==> config.mk <==
export PLATFORM = sky130hd
export DESIGN_NAME = dcache_dm
export DESIGN_NICKNAME = d
export VERILOG_FILES = /design/src/rtl/dcache_dm.sv
export SDC_FILE = /design/constraint.sdc
export NUM_CORES = 1
export LEC_CHECK = 0
export ABC_AREA = 1
export CORE_ASPECT_RATIO = 1.75
export CORE_UTILIZATION = 43
export DETAILED_ROUTE_END_ITERATION = 10
export PLACE_DENSITY_LB_ADDON = 0.12
export SLEW_MARGIN = 25
export SYNTH_ARGS = -nofsm -noshare
export SYNTH_HDL_FRONTEND = slang
export SYNTH_SLANG_ARGS = --single-unit
==> constraint.sdc <==
create_clock -name clk_i -period 3.7 [get_ports clk_i]
set_input_delay 0.37 -clock clk_i [delete_from_list [all_inputs] [get_ports clk_i]]
set_output_delay 0.37 -clock clk_i [all_outputs]
set_load 0.02 [all_outputs]
==> src/rtl/dcache_dm.sv <==
// Direct-mapped, write-through, no-write-allocate data cache with one word per line.
// Optional hit/miss statistics counters are built when DCACHE_STATS_EN is defined.
module dcache_dm #(
    parameter int SETS          = 16,
    parameter int DATA_WIDTH    = 32,
    parameter int ADDRESS_WIDTH = 32
) (
    input  logic                     clk_i,
    input  logic                     rst_i,
    input  logic                     req_i,
    input  logic                     we_i,
    input  logic [ADDRESS_WIDTH-1:0] addr_i,
    input  logic [DATA_WIDTH-1:0]    wdata_i,
    output logic [DATA_WIDTH-1:0]    rdata_o,
    output logic                     stall_o,
    output logic                     mem_req_o,
    output logic                     mem_we_o,
    output logic [ADDRESS_WIDTH-1:0] mem_addr_o,
    output logic [DATA_WIDTH-1:0]    mem_wdata_o,
    input  logic [DATA_WIDTH-1:0]    mem_rdata_i,
    input  logic                     mem_ack_i,
    output logic [31:0]              hit_count_o,
    output logic [31:0]              miss_count_o
);
    localparam int IDX   = $clog2(SETS);
    localparam int TAG_W = ADDRESS_WIDTH - IDX - 2;

    typedef enum logic [1:0] {IDLE, RMISS, WRITE, WDONE} state_t;
    state_t stateReg, stateNext;

    logic [SETS-1:0]            validReg;
    logic [TAG_W-1:0]           tagMem  [SETS];
    logic [DATA_WIDTH-1:0]      dataMem [SETS];
    logic [ADDRESS_WIDTH-3:0]   addrReg;
    logic [DATA_WIDTH-1:0]      wdataReg;

    logic [IDX-1:0]   reqIdx, fillIdx;
    logic [TAG_W-1:0] reqTag, fillTag;
    logic             hit, idleLoadHit, fillEn, storeHitEn;
    logic             stallComb, memReqComb, memWeComb, capture;
    logic             unusedAddrBits;

    assign reqIdx  = addr_i[IDX+1:2];
    assign reqTag  = addr_i[ADDRESS_WIDTH-1:IDX+2];
    assign fillIdx = addrReg[IDX-1:0];
    assign fillTag = addrReg[ADDRESS_WIDTH-3:IDX];
    assign unusedAddrBits = ^addr_i[1:0];

    assign hit         = req_i & validReg[reqIdx] & (tagMem[reqIdx] == reqTag);
    assign idleLoadHit = (stateReg == IDLE) & hit & ~we_i;
    assign fillEn      = (stateReg == RMISS) & mem_ack_i;
    assign storeHitEn  = (stateReg == IDLE) & req_i & we_i & hit;

    always_ff @(posedge clk_i or posedge rst_i) begin
        if (rst_i) begin
            stateReg <= IDLE;
            addrReg  <= '0;
            wdataReg <= '0;
        end else begin
            stateReg <= stateNext;
            if (capture) begin
                addrReg  <= addr_i[ADDRESS_WIDTH-1:2];
                wdataReg <= wdata_i;
            end
        end
    end

    always_comb begin
        stateNext  = stateReg;
        stallComb  = 1'b0;
        memReqComb = 1'b0;
        memWeComb  = 1'b0;
        capture    = 1'b0;
        case (stateReg)
            IDLE: begin
                if (req_i && (we_i || !hit)) begin
                    stallComb = 1'b1;
                    capture   = 1'b1;
                    stateNext = we_i ? WRITE : RMISS;
                end
            end
            RMISS: begin
                memReqComb = 1'b1;
                stallComb  = 1'b1;
                if (mem_ack_i) stateNext = IDLE;
            end
            WRITE: begin
                memReqComb = 1'b1;
                memWeComb  = 1'b1;
                stallComb  = 1'b1;
                if (mem_ack_i) stateNext = WDONE;
            end
            WDONE:   stateNext = IDLE;
            default: stateNext = IDLE;
        endcase
    end

    // Stall is combinational from req_i in IDLE, so it is masked while reset is held.
    assign stall_o     = stallComb & ~rst_i;
    assign mem_req_o   = memReqComb;
    assign mem_we_o    = memWeComb;
    assign mem_addr_o  = {addrReg, 2'b00};
    assign mem_wdata_o = wdataReg;
    assign rdata_o     = idleLoadHit ? dataMem[reqIdx] : '0;

    genvar gi;
    generate
        for (gi = 0; gi < SETS; gi++) begin : g_valid
            always_ff @(posedge clk_i or posedge rst_i) begin
                if (rst_i)
                    validReg[gi] <= 1'b0;
                else if (fillEn && (fillIdx == IDX'(gi)))
                    validReg[gi] <= 1'b1;
            end
        end
    endgenerate

    // Line contents are don't-care until the valid bit is set, so no reset here.
    always_ff @(posedge clk_i) begin
        if (fillEn) begin
            dataMem[fillIdx] <= mem_rdata_i;
            tagMem[fillIdx]  <= fillTag;
        end else if (storeHitEn) begin
            dataMem[reqIdx] <= wdata_i;
        end
    end

`ifdef DCACHE_STATS_EN
    logic [31:0] hitCountReg, missCountReg;
    logic        retryReg;

    // The held load re-presented right after a fill is part of the miss, not a new hit.
    always_ff @(posedge clk_i or posedge rst_i) begin
        if (rst_i) begin
            hitCountReg  <= '0;
            missCountReg <= '0;
            retryReg     <= 1'b0;
        end else begin
            retryReg <= fillEn;
            if (idleLoadHit && !retryReg && (hitCountReg != '1))
                hitCountReg <= hitCountReg + 32'd1;
            if ((stateReg == IDLE) && (stateNext == RMISS) && (missCountReg != '1))
                missCountReg <= missCountReg + 32'd1;
        end
    end

    assign hit_count_o  = hitCountReg;
    assign miss_count_o = missCountReg;
`else
    assign hit_count_o  = '0;
    assign miss_count_o = '0;
`endif

endmodule

# == After elaboration in Yosys (flattened, before gate mapping) ==
# Memory sizes are Yosys's and may differ from the RTL's.
# Cells that the tools add are included.
# op_classes
n_addsub,0
multipliers,0
n_div,0
magnitude_cmp,1
n_eq_ne,22
shifts,0
n_mux,21
bitwise,11
n_reduce_logical,24
# ops
op,n
$mux W32,2
$eq A4 B4 Y1 const B,8
$reduce_or A32 Y1,1
$eq A26 B26 Y1,1
$logic_and A1 B1 Y1,17
$eq A4 B3 Y1 const B,4
$mux W1,11
$and A1 B1 Y1,9
$eq A4 B2 Y1 const B,2
$mux W2,4
$pmux W2 S4,1
$lt A4 B5 Y1 const B,1
$bmux W1 S4,1
$eq A2 B2 Y1 const B,2
$eq A4 B1 Y1 const B,1
$logic_not A4 Y1,1
$mux W4,1
$ne A2 B2 Y1 const B,2
$reduce_and A3 Y1,1
$eq A2 B1 Y1 const B,1
$logic_not A2 Y1,1
$ne A2 B1 Y1 const B,1
$not A1 Y1,2
$pmux W1 S2,1
3 further kinds,3
# word_totals
reg_bits,80
latch_bits,0
ramBits,928
mem_bits_ro,0
in_bits,101
output_inout_bits,163
word_cells,100
n_memories,2
# mem_list
name,words,width,read_ports,rd_clocked_by_memory_dff,wr,line,source
dataMem,16,32,1,0,1,33,logic [DATA_WIDTH-1:0] dataMem [SETS];
tagMem,16,26,1,0,1,32,logic [TAG_W-1:0] tagMem [SETS];

# == Longest topological paths before layout ==
# Gate-level depths: netlist of run 1.
# logic_depth
word_depth,10
ltp_mapped,22
ltp_nobuf,20

# == Worst setup path before layout of run 1 ==
# OpenSTA, ideal clock, no wires.
# synth_path
path_type,input port to flip-flop
from,input port addr_i[2]
to,memory dataMem[0][0] (enable)
setup_ns,0.421
arrival_ns,3.528
required_ns,3.279
setup_slack_ns,-0.249
cell_stages,18
path_buffers,3
cell_sequence,buf_4 -> buf_4 -> buf_2 -> o211ai_1 -> nand3_1 -> nand3_1 -> nand3_1 -> nand2_1 -> nand2_1 -> nor2_1 -> nand3_1 -> nor2_4 -> nand3_2 -> nand2_1 -> nand2_1 -> inv_2 -> nand2_1 -> nor2_1
# synth_between
elab_chain_cells,10
elab_cells_between_ends,13
cone_classes,eq/ne: 1; mux: 7; bitwise: 3; reduce/logical: 1; memory: 1
# synth_rtl
element,line,source
start: declaration,12,"input logic [ADDRESS_WIDTH-1:0] addr_i,"
"parallel branches: the longest is 10 deep, another holds $mem_v2 Z16 W26",--,
end: declaration,33,
# Parallel ways; which one is timed is not known. The select of a mux whose other input is x is not followed.

# == Worst setup path in the final report of run 1 ==
# layout_path
from,memory tagMem[1][7] in the netlist's numbering
to,output port stall_o
# layout_between
elab_chain_cells,9
# layout_rtl
element,line,source
start: declaration,32,
$mem_v2 Z16 W26,--,
$eq A26 B26 Y1,49,assign hit = req_i & validReg[reqIdx] & (tagMem[reqIdx] == reqTag);
$and A1 B1 Y1,49,
$logic_not A1 Y1,76,if (req_i && (we_i || !hit)) begin
$logic_or A1 B1 Y1,76,
$logic_and A1 B1 Y1,76,
$mux W1,76,
$pmux W1 S2,74,case (stateReg)
$and A1 B1 Y1,99,assign stall_o = stallComb & ~rst_i;
end: declaration,15,"output logic stall_o,"
# No other way between the ends.

==> results of run 1 <==
[area by class of cell]
cell class	count	area, um2
clock inverters	63	762
fillers	8370	45800
multi-input cells	2181	10400
flip-flops and latches	1008	29900
well taps	1300	1630
repair buffers	460	5020
inverters	272	1050
clock buffers	113	2440
[state kept, by name (all words and copies together) (netlist names)]
register,count
validReg,16
stateReg,2
dataMem,512
tagMem,416
addrReg,30
mem_wdata_o,32
[metal layers]
metal | up-vias | wire length [um] | global-route usage [%]
met5 | - | 0 | 0
met4 | 0 | 3670 | 9.12
met3 | 188 | 6020 | 2.90
met2 | 898 | 63600 | 44.3
met1 | 14100 | 47200 | 29.5
li1 | 13400 | - | -
[layout by cell type (no fill, tap or decap), drive strengths merged]
master         count
conb              66
a32oi              1
a21oi            264
o22ai              1
nor2             136
o221ai             3
a221oi           117
a211oi             7
bufinv            14
nand3            302
clkinv            39
a31oi              5
inv              277
nor3              11
clkbuf           132
o21ai            205
ha                 5
clkinvlp           5
or2                2
clkdlybuf4s50    158
buf              280
o21a               1
clkdlybuf4s15      3
o211ai            11
nand2           1037
edfxtp           928
dfrtp             80
nand4              7
[through the flow]
step | power [uW] | setup TNS (ns) | cells | cell area, um2
CTS | 29200 | 0 | 5397 | 51200
detailed placement | 19200 | -67.67 | 5220 | 47900
global placement | 19100 | -75.37 | 5220 | 47900
finish | 29000 | 0 | 5397 | 51100
floorplan | 16700 | -109.38 | 3746 | 42300
global route | 30000 | -0.0996 | 5397 | 51100
[power breakdown]
group | switching, uW | internal (uW)
logic | 2770 | 1630
clock network | 4320 | 5740
registers | 782 | 13700
[how the worst max path moves through the flow]
stage	endpoint	slack [ns]	cells after the start
final	stall_o	0.12	19
after global routing	stall_o	-0.1	20
after CTS	stall_o	0.003	20
after detailed placement	rdata_o[13]	-0.45	18
after global placement	rdata_o[13]	-0.46	18
after floorplan	dataMem[0][0]	-0.25	18
[what timing repair did]
item	in CTS	in global routing
pin swaps	2	3
gates resized for setup	76	57
setup endpoints to repair	27	30
hold buffers	0	0
setup buffers	1	0
[cells by family (layout without fill, tap and decap cells)]
| logic type | after synthesis | count (layout) | share of synthesized area, % |
|---|---|---|---|
| adders and majority gates | 5 | 5 | 0.149 |
| AOI/OAI and AO/OA | 615 | 615 | 8.53 |
| buffers and inverters | 557 | 908 | 5.92 |
| DFF | 1008 | 1008 | 71.0 |
| and+or+nand+nor | 1495 | 1495 | 14.4 |
| other | 1 | 66 | 0.00892 |
==> impl_metrics.yaml, run 1 <==
run_status:
  outcome: "complete, no violations"
placement:
  numPortBuffers: 195
  place_ws_ns: -0.455
  gp_congestion: 0.837
  hpwlAfterDp_mm: 72.5
timing:
  fmax_mhz: 279
  maxSlewHeadroom_pct: 41.1
  rsz0062_at_grt: "yes"
  final.setup.worst_slack_ns: 0.120
  drv_slew: 0
  worst_pin_slew_ns: 0.878
  min_period_ns: 3.58
  skew_ns: 0.0204
  holdWs_ns: 0.176
  setup_viol: 0
  post-route-period-util_pct: 96.7
  finalHoldViolations: 0
detailed_routing:
  ant_nets: 0
  routedWlPerCell_um: 22.3
  detail_route.wirelength_mm: 120
  drtIter0Drc: 2304
  vias_per_cell: 5.29
  drt_first_pass_iters: 5
  num_vias: 28600
  drc: 0
setup_path:
  reg2reg_depth: 22
  path_cells: "inv_1 > nand2_1 > nand3_1 > nand3_1 > nand3_1 > nand3_1 > nand2_1 > nor2_1 > nand2_1 > nor2_1 > nand2_2 > nor2_4 > buf_4 > buf_6 > nand2_1 > a21oi_2 > nor3_1 > buf_4 > buf_2"
  crit_family: "simple AND/OR/NAND/NOR gates"
  reg2reg_to: "dataMem[2][5]"
  crit_buf_inv: 5
  path_class: "reg2out"
  cp-end-kind: "primary output"
  r2r_start: "tagMem[14][10]"
  worstSetupStartpointType: "register"
  setup.worst_path.start: "tagMem[1][7]"
  worstPathArrival_ns: 3.21
  worstPathMaxFanout: 7
  reg2reg_slack_ns: 0.36
  cp_slowest_stage_delay_ns: 0.32
  cpMaxStageDelayCell: "edfxtp_1"
  critPathRequiredTime_ns: 3.33
finish:
  antennaDiodeCount: 0
  utilization_pct: 52.8
  syn_to_final_growth_pct: 21.6
  nNetsFinal: 4122
  drive_above_1_share_pct: 12.9
logic_synthesis:
  yosys_warnings: 0
  synth_common_cells: "1036 x nand2_1, 928 x edfxtp_1, 301 x nand3_1"
  synth_area_leaders: "edfxtp_1 66%, nand2_1 9.2%, dfrtp_1 4.8%"
  synth_ff_type: "edfxtp_1"
  netlist-cell-type-count: 32
  netlist_area_um2: 42100
  synth_top_area_cell: "edfxtp_1"
  yosys.area.top_type_share_pct: 66.3
  avgSynthCellArea_um2: 11.4
  ys_seq_elements: 1008
  synthCells: 3681
  synth_edf_count: 928
  ys_seq_area_share_pct: 71.0
  yosysMostFrequentCell: "nand2_1"
  ys_async_sr_fraction_pct: 7.94
global_routing:
  antenna_found_initial: 0
  grt_first_pass_wirelength_mm: 178
  track_usage_pct: 24.4
  grt_pass1_vias: 28100
  grt_overflow: 0
  grt_max_degree: 145
cts:
  htreeDepth: 3
  clock_latency_ns: 0.69
  cts_root_buf: "clkbuf_16"
  cts_max_path_buffers: 3
  clk_pin_slew_ns: 0.07
  cts_sinks: 1008
  tritoncts: "yes"
  cts_buffers: 93
worst_hold_path:
  hold_path_class: "in2async"
pwr:
  power_density_nw_per_um2: 566
  power.leakage_uw: 0.0195
  max-vdd-ir-drop_mv: 0.421
die:
  die_h_um: 416
  coreArea_um2: 96900
  ios: 264
  placementRows: 151
  fp.dieW_um: 238
  start_util_pct: 43.4
  dieArea_um2: 99100
job:
  maxCapViolations: 0
Note: power is estimated with default switching activity, not from simulation.
==> run 2: changes to the inputs <==
Settings changed: DONT_BUFFER_PORTS set to 1.
==> run 2 against run 1 <==
Net effect: utilization fell by 2.1 points; critical path depth rose by 1; design area fell by 4.0%; setup slack got worse by 0.10 ns; via count fell by 2.0%; largest power group unchanged; cell count fell by 3.6%; largest cell class unchanged.
==> impl_metrics.yaml, run 2 (synthesis gave the netlist of run 1 again) <==
detailed_routing:
  dr_wl_met3_mm: 6.52
  wl_met1_mm: 46.2
  dr_wl_met2_mm: 63.9
  ant_nets: 0
  routed.top_layer: "met4"
  num_vias: 28000
  drc: 0
  detail_route.wirelength_mm: 121
  drt_first_pass_iters: 5
  vias_per_cell: 5.38
  routedWlPerCell_um: 23.3
  drtIter0Drc: 2063
placement:
  place_area_um2: 44900
  numPortBuffers: 0
  placed_cells: 4964
  gp_congestion: 0.834
  hpwlAfterDp_mm: 65.8
die:
  dieArea_um2: 99100
  coreArea_um2: 96900
  fp.dieW_um: 238
  placementRows: 151
  die_h_um: 416
  ios: 264
  start_util_pct: 43.4
pwr:
  p_comb_share_pct: 9.8
  switching_share_pct: 27.5
  power_density_nw_per_um2: 552
  max-vdd-ir-drop_mv: 0.371
  power.leakage_uw: 0.0184
  power.internal_uw: 19600
  total_power_uw: 27100
  seq_power_share_pct: 56.0
  power_switching_uw: 7450
  clkPwrFrac_pct: 34.2
run_status:
  outcome: "complete, no violations"
global_routing:
  antenna_found_initial: 1
  grt_pass1_vias: 27200
  track_usage_pct: 24.4
  grt_max_degree: 490
  grt_first_pass_wirelength_mm: 177
  grt_overflow: 0
cts:
  cts_root_buf: "clkbuf_16"
  tritoncts: "yes"
  clk_pin_slew_ns: 0.07
  cts_sinks: 1008
  htreeDepth: 3
  cts_max_path_buffers: 3
  cts_buffers: 91
  clock_latency_ns: 0.68
setup_path:
  path_cells: "inv_1 > nand2_1 > nand3_1 > nand3_1 > nand3_2 > nand2_1 > nand2_2 > nand2_1 > inv_2 > nand2_1 > nor2_2 > nand3_4 > nor2_4 > buf_6 > nand3_4 > buf_6 > buf_16 > a21oi_2 > buf_4 > buf_6"
  reg2reg_slack_ns: 0.46
  cp_slowest_stage_delay_ns: 0.38
  worstSetupStartpointType: "register"
  critPathRequiredTime_ns: 3.33
  cpMostUsedCell: "nand2_1"
  worstPathMaxFanout: 8
  cp-endpoint: "rdata_o[16]"
  reg2reg_depth: 21
  path_class: "reg2out"
  setup.worst_path.start: "tagMem[0][19]"
  r2r_start: "tagMem[0][19]"
  cpMaxStageDelayCell: "edfxtp_1"
  reg2reg_to: "dataMem[8][5]"
  worstPathArrival_ns: 3.31
  cp-end-kind: "primary output"
timing:
  skew_ns: 0.0207
  post-route-period-util_pct: 99.5
  drv_slew: 0
  finalHoldViolations: 0
  worst_pin_slew_ns: 1.20
  min_period_ns: 3.68
  setup_viol: 0
  maxSlewHeadroom_pct: 19.9
  rsz0062_at_grt: "yes"
  fmax_mhz: 272
finish:
  final_cell_mix: "1026 x nand2_1, 928 x edfxtp_1, 279 x nand3_1"
  nNetsFinal: 3930
  largest_register: "dataMem"
  fillers: 8525
  final_cells: 5201
  final_area_um2: 49100
  layout_commonest_cell: "nand2_1"
  syn_to_final_growth_pct: 16.7
  multiInputGateArea_um2: 10600
  largest_register_ffs: 512
  drive_above_1_share_pct: 11.7
  seq_area_um2: 29900
worst_hold_path:
  min_from: "we_i"
  hold_path_class: "in2reg"
job:
  maxCapViolations: 0
run 2: cell types whose count changed in the layout (fill, tap and decap cells not counted), moves of 5 or more:
| cell | before | now |
|---|---|---|
| nand3_2 | 15 | 20 |
| a21oi_1 | 259 | 238 |
| clkdlybuf4s50_1 | 158 | 0 |
| buf_6 | 4 | 31 |
| a21oi_2 | 5 | 10 |
| buf_2 | 5 | 0 |
| nand3_1 | 285 | 279 |
| bufinv_16 | 14 | 4 |
| clkbuf_1 | 16 | 22 |
| clkbuf_2 | 18 | 0 |
| buf_12 | 95 | 51 |
| a21oi_4 | 0 | 16 |
| buf_4 | 175 | 121 |
| dlygate4sd3_1 | 0 | 62 |
run 2: area by class of cell:
type | count | area share, %
antenna | 1 | 0.00510
clock buffer | 121 | 5.08
clock inverter | 48 | 0.780
inverter | 272 | 2.14
multi-input combinational | 2181 | 21.7
sequential | 1008 | 60.9
tap | 1300 | 3.31
timing repair buffer | 270 | 6.14
run 2: critical path, delay by kind of cell (launching register included):
family | cells | cell delay [ns]
AND/OR/NAND/NOR | 12 | 1.22
buffers and inverters | 7 | 0.89
flip-flops | 1 | 0.38
AO/OA/AOI/OAI | 1 | 0.11
run 2: power by group through the flow:
stage | sequential (uW) | combinational [uW] | clock (uW)
floorplan | 14900 | 1750 | 0
global placement | 15400 | 2500 | 0
detailed placement | 15400 | 2540 | 0
CTS | 15200 | 2640 | 9440
global route | 15300 | 2920 | 9830
finish | 15200 | 2640 | 9270
run 2: routing by layer:
metal	GRT usage (%)	vias to the layer above
met5	0	-
li1	-	13000
met4	9.89	0
met1	28.6	13900
met3	3.51	220
met2	44.3	865
run 2: worst min path at each step:
stage | endpoint | slack, ns | cells after the start
final | stateReg[1] | 0.10 | 3
after global routing | mem_wdata_o[31] | 0.10 | 4
after CTS | mem_wdata_o[31] | 0.05 | 4
after detailed placement | validReg[6] | 0.44 | 2
after global placement | validReg[2] | 0.44 | 2
after floorplan | validReg[0] | 0.43 | 2
run 2: timing repair:
action,in CTS,in global routing
hold endpoints to repair,119,0
setup endpoints to repair,33,33
cloned,3,0
resized for setup,80,50
pin swaps,12,6
hold buffers,62,0
setup buffers,4,0
run 2: metrics by stage:
stage	hold slack (ns)	TNS [ns]	utilization, %	setup WS [ns]
floorplan	0.427	-109.38	-	-0.249
global placement	0.438	-1.00	46.3	-0.0480
detailed placement	0.444	-1.07	46.3	-0.0460
CTS	0.0529	-0.0756	50.4	-0.0310
global route	0.101	-2.62	50.6	-0.176
finish	0.103	0	50.6	0.0176
==> run 3: changes to the inputs <==
Settings changed: CORE_MARGIN set to 4, TNS_END_PERCENT set to 100.
==> run 3 against run 2 <==
Net effect: the flow now finishes with violations (max-slew violations, negative setup slack); total power increased by 2.7%; via count decreased by 0.48%; count of clock-buffer cells in the layout decreased by 4; utilization increased by 0.40 points; register-to-register slack got worse by 0.05 ns; setup slack got worse by 1.1 ns; critical path type is now in2out; largest cell class unchanged.
==> impl_metrics.yaml, run 3 (synthesis gave the netlist of run 1 again) <==
run_status:
  outcome: "complete, but fails checks"
  violations: "max-slew violations, negative setup slack"
worst_hold_path:
  min_from: "mem_rdata_i[28]"
  hold_path_class: "in2reg"
  holdPathEnd: "dataMem[12][28]"
  min_delay_path_depth: 3
detailed_routing:
  drtIter0Drc: 2200
  routedWlPerCell_um: 22.9
  num_vias: 27900
  ant_nets: 0
  detail_route.wirelength_mm: 119
  drt_first_pass_iters: 6
  vias_per_cell: 5.36
  drc: 0
finish:
  final_cell_mix: "1022 x nand2_1, 928 x edfxtp_1, 270 x nand3_1"
  largest_register: "dataMem"
  largest_register_ffs: 512
  utilization_pct: 51.0
  drive_above_1_share_pct: 12.0
  layout_commonest_cell: "nand2_1"
  fillers: 8433
  nNetsFinal: 3929
  syn_to_final_growth_pct: 17.6
  final_cells: 5202
setup_path:
  worstPathMaxFanout: 489
  cp-end-kind: "primary output"
  path_class: "in2out"
  path_cells: "o211ai_1 > nand3_1 > nand3_2 > nand2_1 > nand2_1 > nand2_2 > nor2_1 > nand2_1 > nor2_2 > nand2_1 > nor2_4 > buf_12 > nand3_4 > buf_12 > buf_12 > a211oi_2 > buf_4 > buf_6"
  reg2reg_to: "dataMem[3][20]"
  reg2reg_slack_ns: 0.41
  r2r_start: "tagMem[5][6]"
  cpMaxStageDelayCell: "o211ai_1"
  reg2reg_depth: 21
  critPathRequiredTime_ns: 3.33
  cp_slowest_stage_delay_ns: 0.78
  path_depth: 18
  setup.worst_path.start: "addr_i[2]"
  crit_buf_inv: 5
  crit_family: "simple AND/OR/NAND/NOR gates"
  cpMostUsedCell: "nand2_1"
  worstPathArrival_ns: 4.39
  worstSetupStartpointType: "primary input"
placement:
  hpwlAfterDp_mm: 65.5
  place_ws_ns: -0.230
  gp_congestion: 0.826
  placed_cells: 4959
  numPortBuffers: 0
timing:
  maxSlewHeadroom_pct: -67.6
  skew_ns: 0.0306
  rsz0062_at_grt: "yes"
  worst_pin_slew_ns: 2.51
  finalHoldViolations: 0
  setup_viol: 1114
  fmax_mhz: 210
  min_period_ns: 4.76
  holdWs_ns: 0.108
  post-route-period-util_pct: 129
  final.setup.worst_slack_ns: -1.06
  drv_slew: 340
cts:
  clock_latency_ns: 0.69
  tritoncts: "yes"
  cts_sinks: 1008
  cts_root_buf: "clkbuf_16"
  clk_pin_slew_ns: 0.07
  cts_max_path_buffers: 3
  htreeDepth: 3
  cts_buffers: 92
global_routing:
  grt_max_degree: 490
  gr-usage-met1_pct: 26.9
  met3_usage_pct: 3.72
  grt_busiest_layer: "met2"
  antenna_found_initial: 1
  grt_overflow: 0
  grtUsageMet2_pct: 41.6
  grt_pass1_vias: 27300
  grt_first_pass_wirelength_mm: 176
  track_usage_pct: 22.7
pwr:
  clkPwrFrac_pct: 35.9
  max-vdd-ir-drop_mv: 0.553
  power_density_nw_per_um2: 562
  power_switching_uw: 7460
  power.internal_uw: 20300
  power.leakage_uw: 0.0187
  switching_share_pct: 26.8
  seq_power_share_pct: 54.4
  p_comb_share_pct: 9.7
die:
  fp.dieW_um: 244
  coreArea_um2: 96900
  dieArea_um2: 103000
  die_h_um: 422
  start_util_pct: 43.4
  ios: 264
  placementRows: 151
job:
  maxCapViolations: 0
[run 3: changes by cell type in the layout (fill, tap and decap cells not counted), moves of 4 or more]
cell / delta
nand3_2: +8
nand2_2: +5
a21oi_2: +4
clkinv_2: -5
a21oi_4: -14
buf_12: +28
buf_6: -20
buf_4: -5
nand2_1: -4
a21oi_1: +10
nand3_1: -9
bufinv_16: +9
clkbuf_1: -6
[run 3: through the flow]
step / total power (uW) / setup TNS (ns) / instance area (um2)
after global placement: 17900 / -5.99 / 45200
after CTS: 28000 / 0 / 49200
after floorplan: 16700 / -109.38 / 42300
after global routing: 28900 / -1.12 / 49500
after detailed placement: 18000 / -1.74 / 45200
final: 27800 / -401.42 / 49500
[run 3: cell type report]
| type | instances | area [um2] | share of cell area [%] |
|---|---|---|---|
| Timing Repair Buffer | 268 | 3200 | 6.46 |
| Multi-Input combinational cell | 2181 | 10500 | 21.3 |
| Inverter | 272 | 1060 | 2.15 |
| Antenna cell | 1 | 2.50 | 0.00506 |
| Sequential cell | 1008 | 29900 | 60.4 |
| Clock inverter | 55 | 686 | 1.39 |
| Clock buffer | 117 | 2490 | 5.03 |
| Tap cell | 1300 | 1630 | 3.29 |
[run 3: routing by layer]
metal	routed length, um	part of all wire [%]	vias up
met5	13	0.011	-
met3	7240	6.1	185
met4	3590	3.0	2
met1	45600	38	13800
met2	62900	53	880
li1	-	-	13000
[run 3: worst register-to-register path: stages (launching register included)]
cell	delay (ns)
edfxtp_1	0.36
inv_1	0.06
nand2_1	0.04
o211ai_1	0.16
nand3_1	0.19
nand3_2	0.13
nand2_1	0.06
nand2_1	0.07
nand2_2	0.08
nor2_1	0.12
nand2_1	0.07
nor2_2	0.09
nand2_1	0.09
nor2_4	0.18
buf_12	0.15
buf_4	0.16
nand4_1	0.08
nand2_1	0.24
nand3_1	0.12
buf_4	0.17
nor2_4	0.16
buf_12	0.20
[run 3: what timing repair did]
item,4_1_cts,5_1_grt
gates resized for setup,58,40
hold buffers,62,0
buffers inserted,4,4
hold endpoints to repair,103,0
gates cloned,0,0
pin swaps,10,9
setup endpoints to repair,32,33
[run 3: how the worst max path moves through the flow]
stage                     slack (ns)            end
final                          -1.06    rdata_o[29]
after global routing           -0.13    rdata_o[29]
after detailed placement       -0.23     rdata_o[4]
after floorplan                -0.25  dataMem[0][0]
after global placement         -0.28     rdata_o[4]
after CTS                      0.001     rdata_o[4]
[run 3: power groups by stage]
stage | registers [uW] | logic, uW | clock network (uW)
floorplan | 14900 | 1750 | 0
global placement | 15400 | 2530 | 0
detailed placement | 15400 | 2580 | 0
CTS | 15200 | 2680 | 10100
global route | 15300 | 2960 | 10600
finish | 15100 | 2690 | 9980
